==> src/rtl/sysid_pkg.sv <==
// Shared types and constants for the system-ID boot check sequencer.
// Holds the FSM state encoding, sysid word addresses and latency counter width.
package sysid_pkg;

    typedef enum logic [1:0] {
        IDLE  = 2'd0,
        RD_ID = 2'd1,
        RD_TS = 2'd2,
        CMP   = 2'd3
    } sysid_state_e;

    localparam logic SYSID_ADDR_ID = 1'b0;
    localparam logic SYSID_ADDR_TS = 1'b1;
    localparam int   LAT_W         = 3;

    function automatic logic word_match(input logic [31:0] observed, input logic [31:0] expected);
        return (observed == expected);
    endfunction

endpackage

==> src/rtl/sysid_lat_counter.sv <==
// Read-latency counter: clear has priority over count.
// The terminal flag is high when the count equals LATENCY.
module sysid_lat_counter
    import sysid_pkg::*;
#(
    parameter int unsigned LATENCY = 0
) (
    input  logic clock,
    input  logic reset_n,
    input  logic clr,
    input  logic en,
    output logic term
);

    localparam logic [LAT_W-1:0] TERM_VAL = LATENCY[LAT_W-1:0];

    logic [LAT_W-1:0] cnt_r;

    // Count register.
    always_ff @(posedge clock or negedge reset_n) begin
        if (!reset_n) begin
            cnt_r <= {LAT_W{1'b0}};
        end else if (clr) begin
            cnt_r <= {LAT_W{1'b0}};
        end else if (en) begin
            cnt_r <= cnt_r + 3'd1;
        end else begin
            cnt_r <= cnt_r;
        end
    end

    assign term = (cnt_r == TERM_VAL);

endmodule

==> src/rtl/sysid_check_seq.sv <==
// Boot-time sysid reader/checker. It owns the sysid slave while a check runs,
// then hands the slave to the host master as a latency-aware pass-through.
module sysid_check_seq
    import sysid_pkg::*;
#(
    parameter logic [31:0] EXPECTED_ID  = 32'd0,
    parameter logic [31:0] EXPECTED_TS  = 32'd1621684465,
    parameter int unsigned READ_LATENCY = 0,
    parameter int unsigned AUTO_START   = 1
) (
    input  logic        clock,
    input  logic        reset_n,
    input  logic        start,
    input  logic        host_address,
    input  logic        host_read,
    output logic [31:0] host_readdata,
    output logic        host_waitrequest,
    output logic        sid_address,
    input  logic [31:0] sid_readdata,
    output logic        busy,
    output logic        done,
    output logic        id_match,
    output logic        ts_match,
    output logic [31:0] id_value,
    output logic [31:0] ts_value
);

    localparam logic AUTO_INIT = (AUTO_START != 0) ? 1'b1 : 1'b0;

    sysid_state_e state_r, state_next_s;
    logic         auto_pend_r;
    logic         busy_r, done_r, id_match_r, ts_match_r;
    logic [31:0]  id_value_r, ts_value_r;
    logic         go_s, seq_active_s, host_hold_s;
    logic         seq_clr_s, seq_en_s, seq_term_s;
    logic         host_clr_s, host_term_s;

    assign go_s         = start | auto_pend_r;
    assign seq_active_s = (state_r != IDLE);
    // The go cycle already belongs to the sequencer so a simultaneous host read cannot complete.
    assign host_hold_s  = seq_active_s | ((state_r == IDLE) & go_s);

    assign seq_en_s  = (state_r == RD_ID) | (state_r == RD_TS);
    assign seq_clr_s = ~seq_en_s | seq_term_s;
    assign host_clr_s = host_hold_s | ~host_read | host_term_s;

    sysid_lat_counter #(.LATENCY(READ_LATENCY)) u_seq_lat (
        .clock   (clock),
        .reset_n (reset_n),
        .clr     (seq_clr_s),
        .en      (seq_en_s),
        .term    (seq_term_s)
    );

    sysid_lat_counter #(.LATENCY(READ_LATENCY)) u_host_lat (
        .clock   (clock),
        .reset_n (reset_n),
        .clr     (host_clr_s),
        .en      (host_read),
        .term    (host_term_s)
    );

    // Next-state logic.
    always_comb begin
        state_next_s = state_r;
        case (state_r)
            IDLE:    if (go_s) state_next_s = RD_ID; else state_next_s = IDLE;
            RD_ID:   if (seq_term_s) state_next_s = RD_TS; else state_next_s = RD_ID;
            RD_TS:   if (seq_term_s) state_next_s = CMP; else state_next_s = RD_TS;
            CMP:     state_next_s = IDLE;
            default: state_next_s = IDLE;
        endcase
    end

    // Slave address mux and host stall.
    always_comb begin
        sid_address      = host_address;
        host_waitrequest = 1'b0;
        case (state_r)
            RD_ID:   sid_address = SYSID_ADDR_ID;
            RD_TS:   sid_address = SYSID_ADDR_TS;
            CMP:     sid_address = SYSID_ADDR_TS;
            IDLE:    sid_address = host_address;
            default: sid_address = host_address;
        endcase
        if (host_hold_s) begin
            host_waitrequest = host_read;
        end else begin
            host_waitrequest = host_read & ~host_term_s;
        end
    end

    // Sequencer state, captured words and status flags.
    always_ff @(posedge clock or negedge reset_n) begin
        if (!reset_n) begin
            state_r     <= IDLE;
            auto_pend_r <= AUTO_INIT;
            busy_r      <= 1'b0;
            done_r      <= 1'b0;
            id_match_r  <= 1'b0;
            ts_match_r  <= 1'b0;
            id_value_r  <= 32'd0;
            ts_value_r  <= 32'd0;
        end else begin
            state_r     <= state_next_s;
            auto_pend_r <= 1'b0;
            busy_r      <= (state_next_s != IDLE);
            case (state_r)
                IDLE: begin
                    if (go_s) begin
                        done_r     <= 1'b0;
                        id_match_r <= 1'b0;
                        ts_match_r <= 1'b0;
                    end
                end
                RD_ID: begin
                    if (seq_term_s) id_value_r <= sid_readdata;
                end
                RD_TS: begin
                    if (seq_term_s) ts_value_r <= sid_readdata;
                end
                CMP: begin
                    id_match_r <= word_match(id_value_r, EXPECTED_ID);
                    ts_match_r <= word_match(ts_value_r, EXPECTED_TS);
                    done_r     <= 1'b1;
                end
                default: begin
                    done_r <= done_r;
                end
            endcase
        end
    end

    assign host_readdata = sid_readdata;
    assign busy          = busy_r;
    assign done          = done_r;
    assign id_match      = id_match_r;
    assign ts_match      = ts_match_r;
    assign id_value      = id_value_r;
    assign ts_value      = ts_value_r;

endmodule
==> config.mk <==
export PLATFORM = sky130hd
export DESIGN_NAME = sysid_check_seq
export DESIGN_NICKNAME = d
export VERILOG_FILES = /design/src/rtl/sysid_pkg.sv /design/src/rtl/sysid_lat_counter.sv /design/src/rtl/sysid_check_seq.sv
export SDC_FILE = /design/constraint.sdc
export NUM_CORES = 1
export LEC_CHECK = 0
export CAP_MARGIN = 25
export CORE_MARGIN = 1
export CORE_UTILIZATION = 35
export CTS_CLUSTER_DIAMETER = 60
export CTS_CLUSTER_SIZE = 30
export DETAILED_ROUTE_END_ITERATION = 8
export GPL_ROUTABILITY_DRIVEN = 0
export PLACE_DENSITY = 0.67
export SETUP_SLACK_MARGIN = 0.2
export SLEW_MARGIN = 10
export SYNTH_ARGS = -nofsm -noshare
export SYNTH_HDL_FRONTEND = slang
export SYNTH_HIERARCHICAL = 1
export SYNTH_SLANG_ARGS = --single-unit
==> constraint.sdc <==
create_clock -name clock -period 1.9 [get_ports clock]
set_clock_uncertainty 0.15 [all_clocks]
set_input_delay 0.19 -clock clock [delete_from_list [all_inputs] [get_ports clock]]
set_output_delay 0.19 -clock clock [all_outputs]
set_load 0.03 [all_outputs]
==> flow_metrics.py <==
metrics = {
    "outcome": {
        "status": "completed",
    },
    "sta": {
        "final.setup.worst_slack_ns": 0.0704,
        "fmax_mhz": 547,
        "hold_viol": 0,
        "max_slew_margin_pct": 64.9,
        "fin_crit_ns": 1.83,
        "fin_crit_sh_pct": 96.3,
        "whs_ns": 0.210,
        "rsz0062_at_grt": "true",
        "tightest_slew_ns": 0.527,
        "setup_viol_count_final": 0,
        "slew_violations": 0,
    },
    "power": {
        "powerDensity_mw_per_mm2": 1840,
        "finalPower_mw": 9.95,
        "ir_drop_uv": 856,
        "leakagePower_nw": 2.63,
    },
    "synthesis": {
        "syn_avg_cell_area_sq_um": 13.6,
        "synth_ff_type": "dfrtp_1",
        "yosysUniqueCellTypes": 29,
        "synth-edff-count": 0,
        "synth_cells": 255,
        "syn_nets": 301,
        "yosysWarningCount": 6,
        "syn-cell-area_sq_mm": 0.00346,
        "ys_seq_elements": 77,
        "ys_seq_area_share_pct": 55.7,
        "synthArstFlopShare_pct": 100,
    },
    "worst_setup_path": {
        "rr_worst_depth": 6,
        "worstPathArrival_ns": 1.49,
        "r2r_slack_ns": 0.15,
        "reg2reg_to": "ts_value[25]",
        "critPathMaxFanout": 4,
        "path_class": "register to primary output",
        "worstPathRequired_ns": 1.56,
        "start_kind": "register",
        "r2r_start": "u_seq_lat/cnt_r[0]",
        "crit_path_end_kind": "primary output",
    },
    "detailed_routing": {
        "via_per_inst": 4.77,
        "ant_nets": 0,
        "highest_layer": "met4",
        "wl_met3_microns": 489,
        "met2_length_microns": 4580,
        "routed_wl_microns": 9030,
        "wl_met1_microns": 3890,
        "drt-pass1-iter-count": 4,
        "wl_per_cell_microns": 17.3,
        "drc": 0,
        "via_count": 2493,
        "drtIter0Drc": 41,
    },
    "grt": {
        "grt_max_degree": 40,
        "antenna_found_initial": 0,
        "grt_pass1_vias": 2529,
        "grt_pass1_wl_microns": 13300,
        "track_usage_pct": 17.6,
        "overflow": 0,
    },
    "clocking": {
        "cts_max_path_buffers": 2,
        "cts.clk_slew.worst_paths_ns": 0.09,
        "htree_levels": 3,
        "cts_made_buffers": 9,
        "cts_tree": "yes",
        "cts_sinks": 77,
        "root_buffer": "clkbuf_8",
        "clock_latency_ns": 0.35,
    },
    "place": {
        "dpl_worst_slack_ns": -0.0327,
        "port_buffers": 138,
        "dpl-instance-area_sq_mm": 0.00489,
        "dp_hpwl_microns": 6240,
    },
    "cells_and_area": {
        "nets": 436,
        "utilization_pct": 57.4,
        "fin_area_sq_mm": 0.00541,
        "syn_to_final_growth_pct": 56.2,
        "n_antenna_cell": 0,
        "drive_gt1_share_pct": 30.2,
    },
    "worst_hold_path": {
        "min_path_type": "input pin to async pin",
    },
    "floorplan": {
        "die_area_sq_mm": 0.0103,
        "die_w_microns": 101,
        "coreArea_sq_mm": 0.00942,
        "initial_core_util_pct": 36.7,
        "io_pins": 139,
        "row_count": 35,
        "die-height_microns": 101,
    },
    "run": {
        "drv_cap": 0,
    },
}
==> final cells by class <==
class / instances / area [sq um]
Sequential cell: 77 / 1930
Clock inverter: 6 / 113
Timing Repair Buffer: 162 / 1520
Multi-Input combinational cell: 134 / 1540
Fill cell: 820 / 4010
Tap cell: 129 / 161
Inverter: 6 / 22.5
Clock buffer: 9 / 124
==> flip-flops by register name (all words and copies together) (netlist names) <==
register	count
id_value	32
id_match	1
auto_pend_r	1
u_seq_lat/cnt_r	3
done	1
state_r	2
ts_match	1
u_host_lat/cnt_r	3
busy	1
ts_value	32
==> cell usage after synthesis, types with 3 or more instances <==
master | number | share of area (%)
inv_1 | 6 | 0.65
dfrtp_1 | 76 | 55
nand4_1 | 4 | 0.72
nor2_1 | 7 | 0.76
a21oi_1 | 3 | 0.43
nor4b_1 | 5 | 1.3
o21ai_0 | 6 | 0.87
ha_1 | 9 | 3.3
buf_4 | 32 | 6.9
mux2_2 | 64 | 21
buf_2 | 6 | 0.87
mux2i_1 | 3 | 0.87
nand3b_1 | 3 | 0.65
nor4_1 | 8 | 1.4
==> critical path, cell delays in order (launching register included) <==
cell and delay [ns]:
dfrtp_1 0.41, buf_6 0.14, ha_4 0.17, a211oi_2 0.19, nor2_1 0.07, buf_4 0.17
==> through the flow <==
step | setup TNS [ns] | instances
after detailed placement | -0.0327 | 500
after global routing | -0.0113 | 523
after floorplan | 0 | 255
after global placement | 0 | 500
after CTS | 0 | 521
final | 0 | 523
==> kinds of logic after synthesis <==
logic type | after synthesis | synth area share, %
AND/OR/NAND/NOR | 40 | 7.49
multiplexers | 67 | 21.7
buffers and inverters | 44 | 8.46
flip-flops | 77 | 55.7
XOR/XNOR | 2 | 0.506
adder cells (fa/ha/maj) | 9 | 3.26
AO/OA/AOI/OAI | 15 | 2.75
other | 1 | 0.108
==> routing by layer <==
layer | track usage [%] | up-vias
met1 | 20.9 | 1251
met5 | 0 | -
met2 | 30.2 | 81
met4 | 6.69 | 0
met3 | 5.18 | 4
li1 | - | 1157
==> what timing repair did <==
action	in CTS	in global routing
gates cloned	1	0
endpoints found under the hold margin	36	0
gates resized for setup	122	67
hold buffers	1	0
setup buffers	4	2
pin swaps	5	3
endpoints found under the setup margin	165	69
==> report_power, final <==
part | switching, mW | internal (mW)
logic | 2.89 | 2.61
registers | 0.586 | 2.40
clock network | 0.606 | 0.868
total | 4.08 | 5.87
==> worst max path at each step <==
stage	slack [ns]	cells past startpoint	to	startpoint
2_1_floorplan	0.19	6	id_value[0]	u_seq_lat/cnt_r[0]
3_3_place_gp	0.007	4	host_waitrequest	start
3_5_place_dp	-0.03	5	host_waitrequest	state_r[0]
4_1_cts	0.04	6	sid_address	state_r[0]
5_1_grt	-0.01	6	sid_address	state_r[0]
6_report	0.07	5	sid_address	state_r[0]
==> placed cells by master (no fill, tap or decap), drive strengths merged, types with 3 or more instances in the layout <==
| cell | instances |
|---|---|
| o21ai | 6 |
| clkdlybuf4s50 | 35 |
| nor2 | 7 |
| clkbuf | 9 |
| dlygate4sd2 | 98 |
| nor4 | 8 |
| dfrtp | 76 |
| a21oi | 3 |
| nand3b | 3 |
| clkinv | 3 |
| ha | 9 |
| mux2 | 64 |
| bufinv | 3 |
| mux2i | 3 |
| nand4 | 4 |
| nor4b | 5 |
| buf | 26 |
| inv | 6 |
No activity file was read; power rests on OpenSTA's default activity.
